[src/rtl/riscv_pkg.sv]
// Shared front-end definitions: instruction width, canonical NOP and the
// fetch-queue entry record used by fetch_queue.
package riscv_pkg;

    localparam int          ILEN      = 32;
    localparam logic [31:0] NOP_INSTR = 32'h0000_0013;

    // Widest PC the entry record carries; narrower XLEN builds use the low bits.
    localparam int          PC_MAX_W  = 64;

    typedef struct packed {
        logic [PC_MAX_W-1:0] pc;
        logic [ILEN-1:0]     instr;
        logic                filled;
    } fetch_entry_t;

endpackage

[src/rtl/fetch_queue_ptr.sv]
// fq_ptr: wrap-around pointer modulo DEPTH (DEPTH a power of two) with a
// synchronous clear; used for the head, fill and tail pointers of fetch_queue.
module fq_ptr #(
    parameter int DEPTH = 4,
    parameter int PW    = $clog2(DEPTH)
) (
    input  logic          clk,
    input  logic          rst,
    input  logic          clr,
    input  logic          inc,
    output logic [PW-1:0] ptr
);

    logic [PW-1:0] ptr_r;

    // Pointer register: clear wins over increment; wrap is the natural overflow.
    always_ff @(posedge clk) begin
        if (!rst) begin
            ptr_r <= '0;
        end else if (clr) begin
            ptr_r <= '0;
        end else if (inc) begin
            ptr_r <= ptr_r + PW'(1);
        end else begin
            ptr_r <= ptr_r;
        end
    end

    assign ptr = ptr_r;

endmodule

[src/rtl/fetch_queue.sv]
// fetch_queue: in-order instruction fetch queue. Issues sequential fetches,
// collects in-order memory responses and hands entries to decode. A redirect
// flushes the queue and discards responses still in flight for the old path.
// Optional build macro: FETCH_BYPASS_EN -- present the head entry's response
// to decode in the same cycle it arrives when nothing older is waiting.
module fetch_queue
    import riscv_pkg::*;
#(
    parameter int             XLEN     = 64,
    parameter int             DEPTH    = 4,
    parameter logic [XLEN-1:0] RESET_PC = '0
) (
    input  logic            clk,
    input  logic            rst,
    input  logic            redirect_valid,
    input  logic [XLEN-1:0] redirect_pc,
    output logic            imem_req,
    output logic [XLEN-1:0] imem_addr,
    input  logic            imem_rvalid,
    input  logic [31:0]     imem_rdata,
    output logic            out_valid,
    input  logic            out_ready,
    output logic [XLEN-1:0] out_pc,
    output logic [31:0]     out_instr
);

    localparam int PW = $clog2(DEPTH);
    localparam int CW = PW + 1;
    // Drops can pile up across back-to-back redirects, so give headroom.
    localparam int DW = PW + 4;

    logic [XLEN-1:0] fetch_pc_r;
    fetch_entry_t    entries_r [DEPTH];
    logic [CW-1:0]   count_r;
    logic [CW-1:0]   inflight_r;
    logic [DW-1:0]   drop_r;

    logic [PW-1:0]   head_ptr_s;
    logic [PW-1:0]   fill_ptr_s;
    logic [PW-1:0]   tail_ptr_s;
    fetch_entry_t    head_entry_s;
    logic            issue_s;
    logic            fill_en_s;
    logic            fill_write_s;
    logic            drop_en_s;
    logic            bypass_s;
    logic            out_valid_s;
    logic            pop_s;
    logic [DW-1:0]   drop_sum_s;

    fq_ptr #(.DEPTH(DEPTH)) u_head (
        .clk(clk), .rst(rst), .clr(redirect_valid), .inc(pop_s),     .ptr(head_ptr_s)
    );
    fq_ptr #(.DEPTH(DEPTH)) u_fill (
        .clk(clk), .rst(rst), .clr(redirect_valid), .inc(fill_en_s), .ptr(fill_ptr_s)
    );
    fq_ptr #(.DEPTH(DEPTH)) u_tail (
        .clk(clk), .rst(rst), .clr(redirect_valid), .inc(issue_s),   .ptr(tail_ptr_s)
    );

    // Per-cycle control: redirect suppresses issue, fill and pop; allocation
    // is judged before this cycle's pop.
    always_comb begin
        head_entry_s = entries_r[head_ptr_s];
        issue_s      = rst && !redirect_valid && (count_r < CW'(DEPTH));
        fill_en_s    = rst && !redirect_valid && imem_rvalid && (drop_r == '0);
        drop_en_s    = rst && !redirect_valid && imem_rvalid && (drop_r != '0);
`ifdef FETCH_BYPASS_EN
        bypass_s     = fill_en_s && (count_r != '0) && (fill_ptr_s == head_ptr_s)
                       && !head_entry_s.filled;
`else
        bypass_s     = 1'b0;
`endif
        out_valid_s  = rst && (count_r != '0) && (head_entry_s.filled || bypass_s);
        pop_s        = out_valid_s && out_ready && !redirect_valid;
        // A bypassed entry popped this cycle never needs to be stored.
        fill_write_s = fill_en_s && !(bypass_s && pop_s);
        // Responses already owed for the old path, minus one arriving now.
        drop_sum_s   = drop_r + DW'(inflight_r);
        if (imem_rvalid && (drop_sum_s != '0)) begin
            drop_sum_s = drop_sum_s - DW'(1);
        end else begin
            drop_sum_s = drop_sum_s;
        end
    end

    assign imem_req  = issue_s;
    assign imem_addr = rst ? fetch_pc_r : '0;
    assign out_valid = out_valid_s;
    assign out_pc    = rst ? head_entry_s.pc[XLEN-1:0] : '0;
    assign out_instr = !rst ? 32'h0000_0000 : (bypass_s ? imem_rdata : head_entry_s.instr);

    // Fetch address: restart on reset, jump on redirect, step by one word per issue.
    always_ff @(posedge clk) begin
        if (!rst) begin
            fetch_pc_r <= RESET_PC;
        end else if (redirect_valid) begin
            fetch_pc_r <= redirect_pc;
        end else if (issue_s) begin
            fetch_pc_r <= fetch_pc_r + XLEN'(4);
        end else begin
            fetch_pc_r <= fetch_pc_r;
        end
    end

    // Occupancy, outstanding-request and drop counters.
    always_ff @(posedge clk) begin
        if (!rst) begin
            count_r    <= '0;
            inflight_r <= '0;
            drop_r     <= '0;
        end else if (redirect_valid) begin
            count_r    <= '0;
            inflight_r <= '0;
            drop_r     <= drop_sum_s;
        end else begin
            count_r    <= count_r + CW'(issue_s) - CW'(pop_s);
            inflight_r <= inflight_r + CW'(issue_s) - CW'(fill_en_s);
            drop_r     <= drop_en_s ? (drop_r - DW'(1)) : drop_r;
        end
    end

    // Entry storage: pop clears, fill captures the word, issue allocates.
    always_ff @(posedge clk) begin
        for (int i = 0; i < DEPTH; i++) begin
            if (!rst) begin
                entries_r[i] <= '0;
            end else if (redirect_valid) begin
                entries_r[i].filled <= 1'b0;
            end else begin
                if (pop_s && (head_ptr_s == PW'(i))) begin
                    entries_r[i].filled <= 1'b0;
                end
                if (fill_write_s && (fill_ptr_s == PW'(i))) begin
                    entries_r[i].instr  <= imem_rdata;
                    entries_r[i].filled <= 1'b1;
                end
                if (issue_s && (tail_ptr_s == PW'(i))) begin
                    entries_r[i].pc     <= PC_MAX_W'(fetch_pc_r);
                    entries_r[i].filled <= 1'b0;
                end
            end
        end
    end

endmodule
[config.mk]
export PLATFORM = sky130hd
export DESIGN_NAME = fetch_queue
export DESIGN_NICKNAME = d
export VERILOG_FILES = /design/src/rtl/riscv_pkg.sv /design/src/rtl/fetch_queue_ptr.sv /design/src/rtl/fetch_queue.sv
export SDC_FILE = /design/constraint.sdc
export NUM_CORES = 1
export LEC_CHECK = 0
export ABC_CLOCK_PERIOD_IN_PS = 8900
export CELL_PAD_IN_SITES_DETAIL_PLACEMENT = 0
export CELL_PAD_IN_SITES_GLOBAL_PLACEMENT = 1
export CORE_ASPECT_RATIO = 1.75
export CORE_MARGIN = 2
export CORE_UTILIZATION = 50
export DETAILED_ROUTE_END_ITERATION = 16
export PLACE_DENSITY = 0.95
export SETUP_SLACK_MARGIN = 0.3
export SYNTH_ARGS = -nofsm -noshare
export SYNTH_HDL_FRONTEND = slang
export SYNTH_SLANG_ARGS = --single-unit
[constraint.sdc]
create_clock -name clk -period 8.9 [get_ports clk]
set_input_delay 1.78 -clock clk [delete_from_list [all_inputs] [get_ports clk]]
set_output_delay 1.78 -clock clk [all_outputs]
set_load 0.02 [all_outputs]
==> flow_summary.ini <==
[status]
status = finished clean

[cts]
cts_hold_buf = 0
path_clk_slew_ns = 0.06
cts_root_buf = clkbuf_16
cts_buffers = 44
cts_tree = yes
clock_tree.buffer_depth = 3
cts_setup_buffers = 0
clock_sinks = 472
cts_resized = 0
cts_max_level = 2
clock_latency_ns = 0.57

[routing]
finalWirelength_mm = 59.11
drt-wirelength-per-cell_um = 23.07
drt-initial-drc-count = 1295
drt_pass1_iterations = 5
via_per_inst = 6.003
drc = 0
ant_nets = 0
num_vias = 15380

[placement]
port_buffers = 262
place_ws_ns = 3.154
gp_congestion = 0.8168
hpwl_mm = 35.66

[layout]
post-route-util_pct = 60.26
seq_area_um2 = 13340
area_delta_synth_final_pct = 19.06
n_fill_cell = 3515
final_nets = 2076
multi_input_area_um2 = 8777
drive_above_1_share_pct = 10.94

[global_routing]
grt_pass1_wl_mm = 89.80
grt_overflow = 0
grtUsageTotal_pct = 24.86
grt_max_degree = 239
antenna_found_initial = 2
grt_pass1_vias = 15910

[sta]
setup_viol = 0
rsz0062_at_grt = no
hold_violations = 0
maxSlewHeadroom_pct = 26.69
finalWorstSetupSlack_ns = 3.138
skew_ns = 0.02258
totalNegativeSetupSlack_ns = 0
finalCritPeriodShare_pct = 64.74
min_period_ns = 5.762
finalMaxSlewViolations = 0
tightest_slew_ns = 1.100
fmax_mhz = 173.6

[synthesis]
syn-cell-area_um2 = 22830
synthCells = 1786
synth-main-ff-cell = edfxtp_1
yosysWarningCount = 0
synth-edff-count = 388
ys_async_sr_fraction_pct = 0
seq_area_frac_synth_pct = 58.40
synth_top_area_share_pct = 51.04
ys_ff_latch = 472
synth_top_area_cell = edfxtp_1
netlist_top_cells_area = edfxtp_1, and3_1, mux4_2
synth_fp_nets = 1914
netlist-cell-type-count = 60
synth.avg_cell_area_um2 = 12.78

[critical_path]
worst-path-buf-inv = 3
cp_data_required_time_ns = 7.12
critPathTopFamily = buffers and inverters
r2r-end = count_r[2]$_SDFF_PP0_
critPathSlowestCell = buf_4
crit_end = out_valid
path_cells = buf_6, buf_4, o311a_1, clkdlybuf4s50_1
worst_r2r_path_depth = 10
start_kind = primary input
crit_path_end_kind = output pin
path_max_fanout = 80
cp.arrival_ns = 3.98
crit_type = primary input to output pin
crit_cells = 4
timing.critical_path.from = rst
critPathMaxStageDelay_ns = 0.68
r2r_slack_ns = 5.10

[floorplan]
die_y_um = 286.7
dieArea_um2 = 47450
die_w_um = 165.5
row_count = 103
start_util_pct = 50.61
io_pins = 263
core_area_um2 = 45110

[job]
maxCapViolCount = 0

[min_path]
holdCritPathClass = flop to flop

[power_and_ir_drop]
seqPwrFrac_pct = 51.0
cellLeakagePower_nw = 10.84
switchingPower_mw = 1.241
p_per_area_nw_per_um2 = 186.6
pwr-share-clk_pct = 37.5
p_int_mw = 3.832
p_comb_share_pct = 11.5
sw_frac_of_total_pct = 24.47
ir_drop_mv = 0.1609
how the worst min path moves through the flow:
stage,start,endpoint,slack [ns],depth (start not counted)
after global placement,u_tail.ptr[1]$_SDFFE_PP0P_,u_tail.ptr[1]$_SDFFE_PP0P_,0.54,2
final,inflight_r[1]$_SDFF_PP0_,inflight_r[2]$_SDFF_PP0_,0.57,2
after detailed placement,inflight_r[1]$_SDFF_PP0_,inflight_r[2]$_SDFF_PP0_,0.55,2
after global routing,u_tail.ptr[1]$_SDFFE_PP0P_,u_tail.ptr[1]$_SDFFE_PP0P_,0.60,2
after floorplan,inflight_r[1]$_SDFF_PP0_,inflight_r[2]$_SDFF_PP0_,0.51,2
after CTS,u_tail.ptr[1]$_SDFFE_PP0P_,u_tail.ptr[1]$_SDFFE_PP0P_,0.57,2
cell type report:
class                           instances  share of cell area, %
Antenna cell                            1               0.009206
Clock inverter                         21                 0.7089
Clock buffer                           61                  4.594
Timing Repair Buffer                  284                  10.29
Multi-Input combinational cell       1119                  32.29
Sequential cell                       472                  49.08
Inverter                               27                 0.3729
Tap cell                              577                  2.656
power groups by stage:
stage | combinational, mW | sequential (mW) | clock (mW)
finish | 0.582 | 2.59 | 1.90
global route | 0.631 | 2.60 | 2.00
CTS | 0.585 | 2.59 | 1.92
detailed placement | 0.581 | 2.63 | 0
global placement | 0.567 | 2.62 | 0
floorplan | 0.367 | 2.59 | 0
worst reg2reg max path: stages (launching register included):
cell,delay (ns)
dfxtp_4,0.74
buf_4,0.80
mux4_2,0.66
o311a_1,0.20
and3_1,0.21
ha_1,0.26
inv_1,0.04
ha_1,0.18
fa_1,0.37
xnor2_1,0.17
nor2_1,0.06
registers in the layout (all words and copies together), names as in the netlist, named ones only:
signal      count
entries_r     388
fetch_pc_r     64
drop_r          6
count_r         3
inflight_r      3
u_fill.ptr      2
u_head.ptr      2
u_tail.ptr      2
layout by cell type, fill, tap and decap left out, drive strengths merged, types with 21 or more instances in the layout:
master / netlist / layout
a21oi: 42 / 42
and2: 184 / 184
and3: 369 / 369
buf: 27 / 24
clkbuf: 141 / 61
clkdlybuf4s50: 0 / 260
dfxtp: 84 / 84
edfxtp: 388 / 388
ha: 24 / 24
inv: 26 / 27
mux4: 97 / 97
nand2: 67 / 67
nand3: 31 / 31
nand4: 21 / 21
nor2: 55 / 55
o21ai: 62 / 62
xnor2: 42 / 42
xor2: 35 / 35
synth_stat cells, types with 23 or more instances:
master / number
a21oi_1: 42
and2_1: 184
and3_1: 369
buf_2: 23
clkbuf_1: 139
dfxtp_1: 84
edfxtp_1: 388
ha_1: 24
inv_1: 26
mux4_2: 97
nand2_1: 66
nand3_1: 29
nor2_1: 55
o21ai_0: 61
xnor2_1: 42
xor2_1: 35
metal layers:
metal | track usage (%) | vias up | share of wire (%)
li1 | - | 6937 | -
met1 | 29.39 | 7596 | 36
met3 | 3.310 | 157 | 6.7
met5 | 0 | - | 0.022
met4 | 11.21 | 2 | 4.4
met2 | 44.57 | 688 | 53
metrics by stage:
stage               power, mW  hold WS, ns  std cells  instance area, um2
floorplan               2.960       0.5111       1786               22830
global route            5.227       0.6024       2562               27180
global placement        3.189       0.5386       2479               25740
detailed placement      3.214       0.5508       2479               25740
CTS                     5.091       0.5667       2561               27180
finish                  5.073       0.5681       2562               27180
logic make-up after synthesis:
group | synth area share [%]
flip-flops | 58.40
AND/OR/NAND/NOR | 20.74
AO/OA/AOI/OAI | 3.053
buffers and inverters | 3.393
XOR/XNOR | 2.954
multiplexers | 9.876
adder cells (fa/ha/maj) | 1.578
Power figures use the tool's default switching activity.
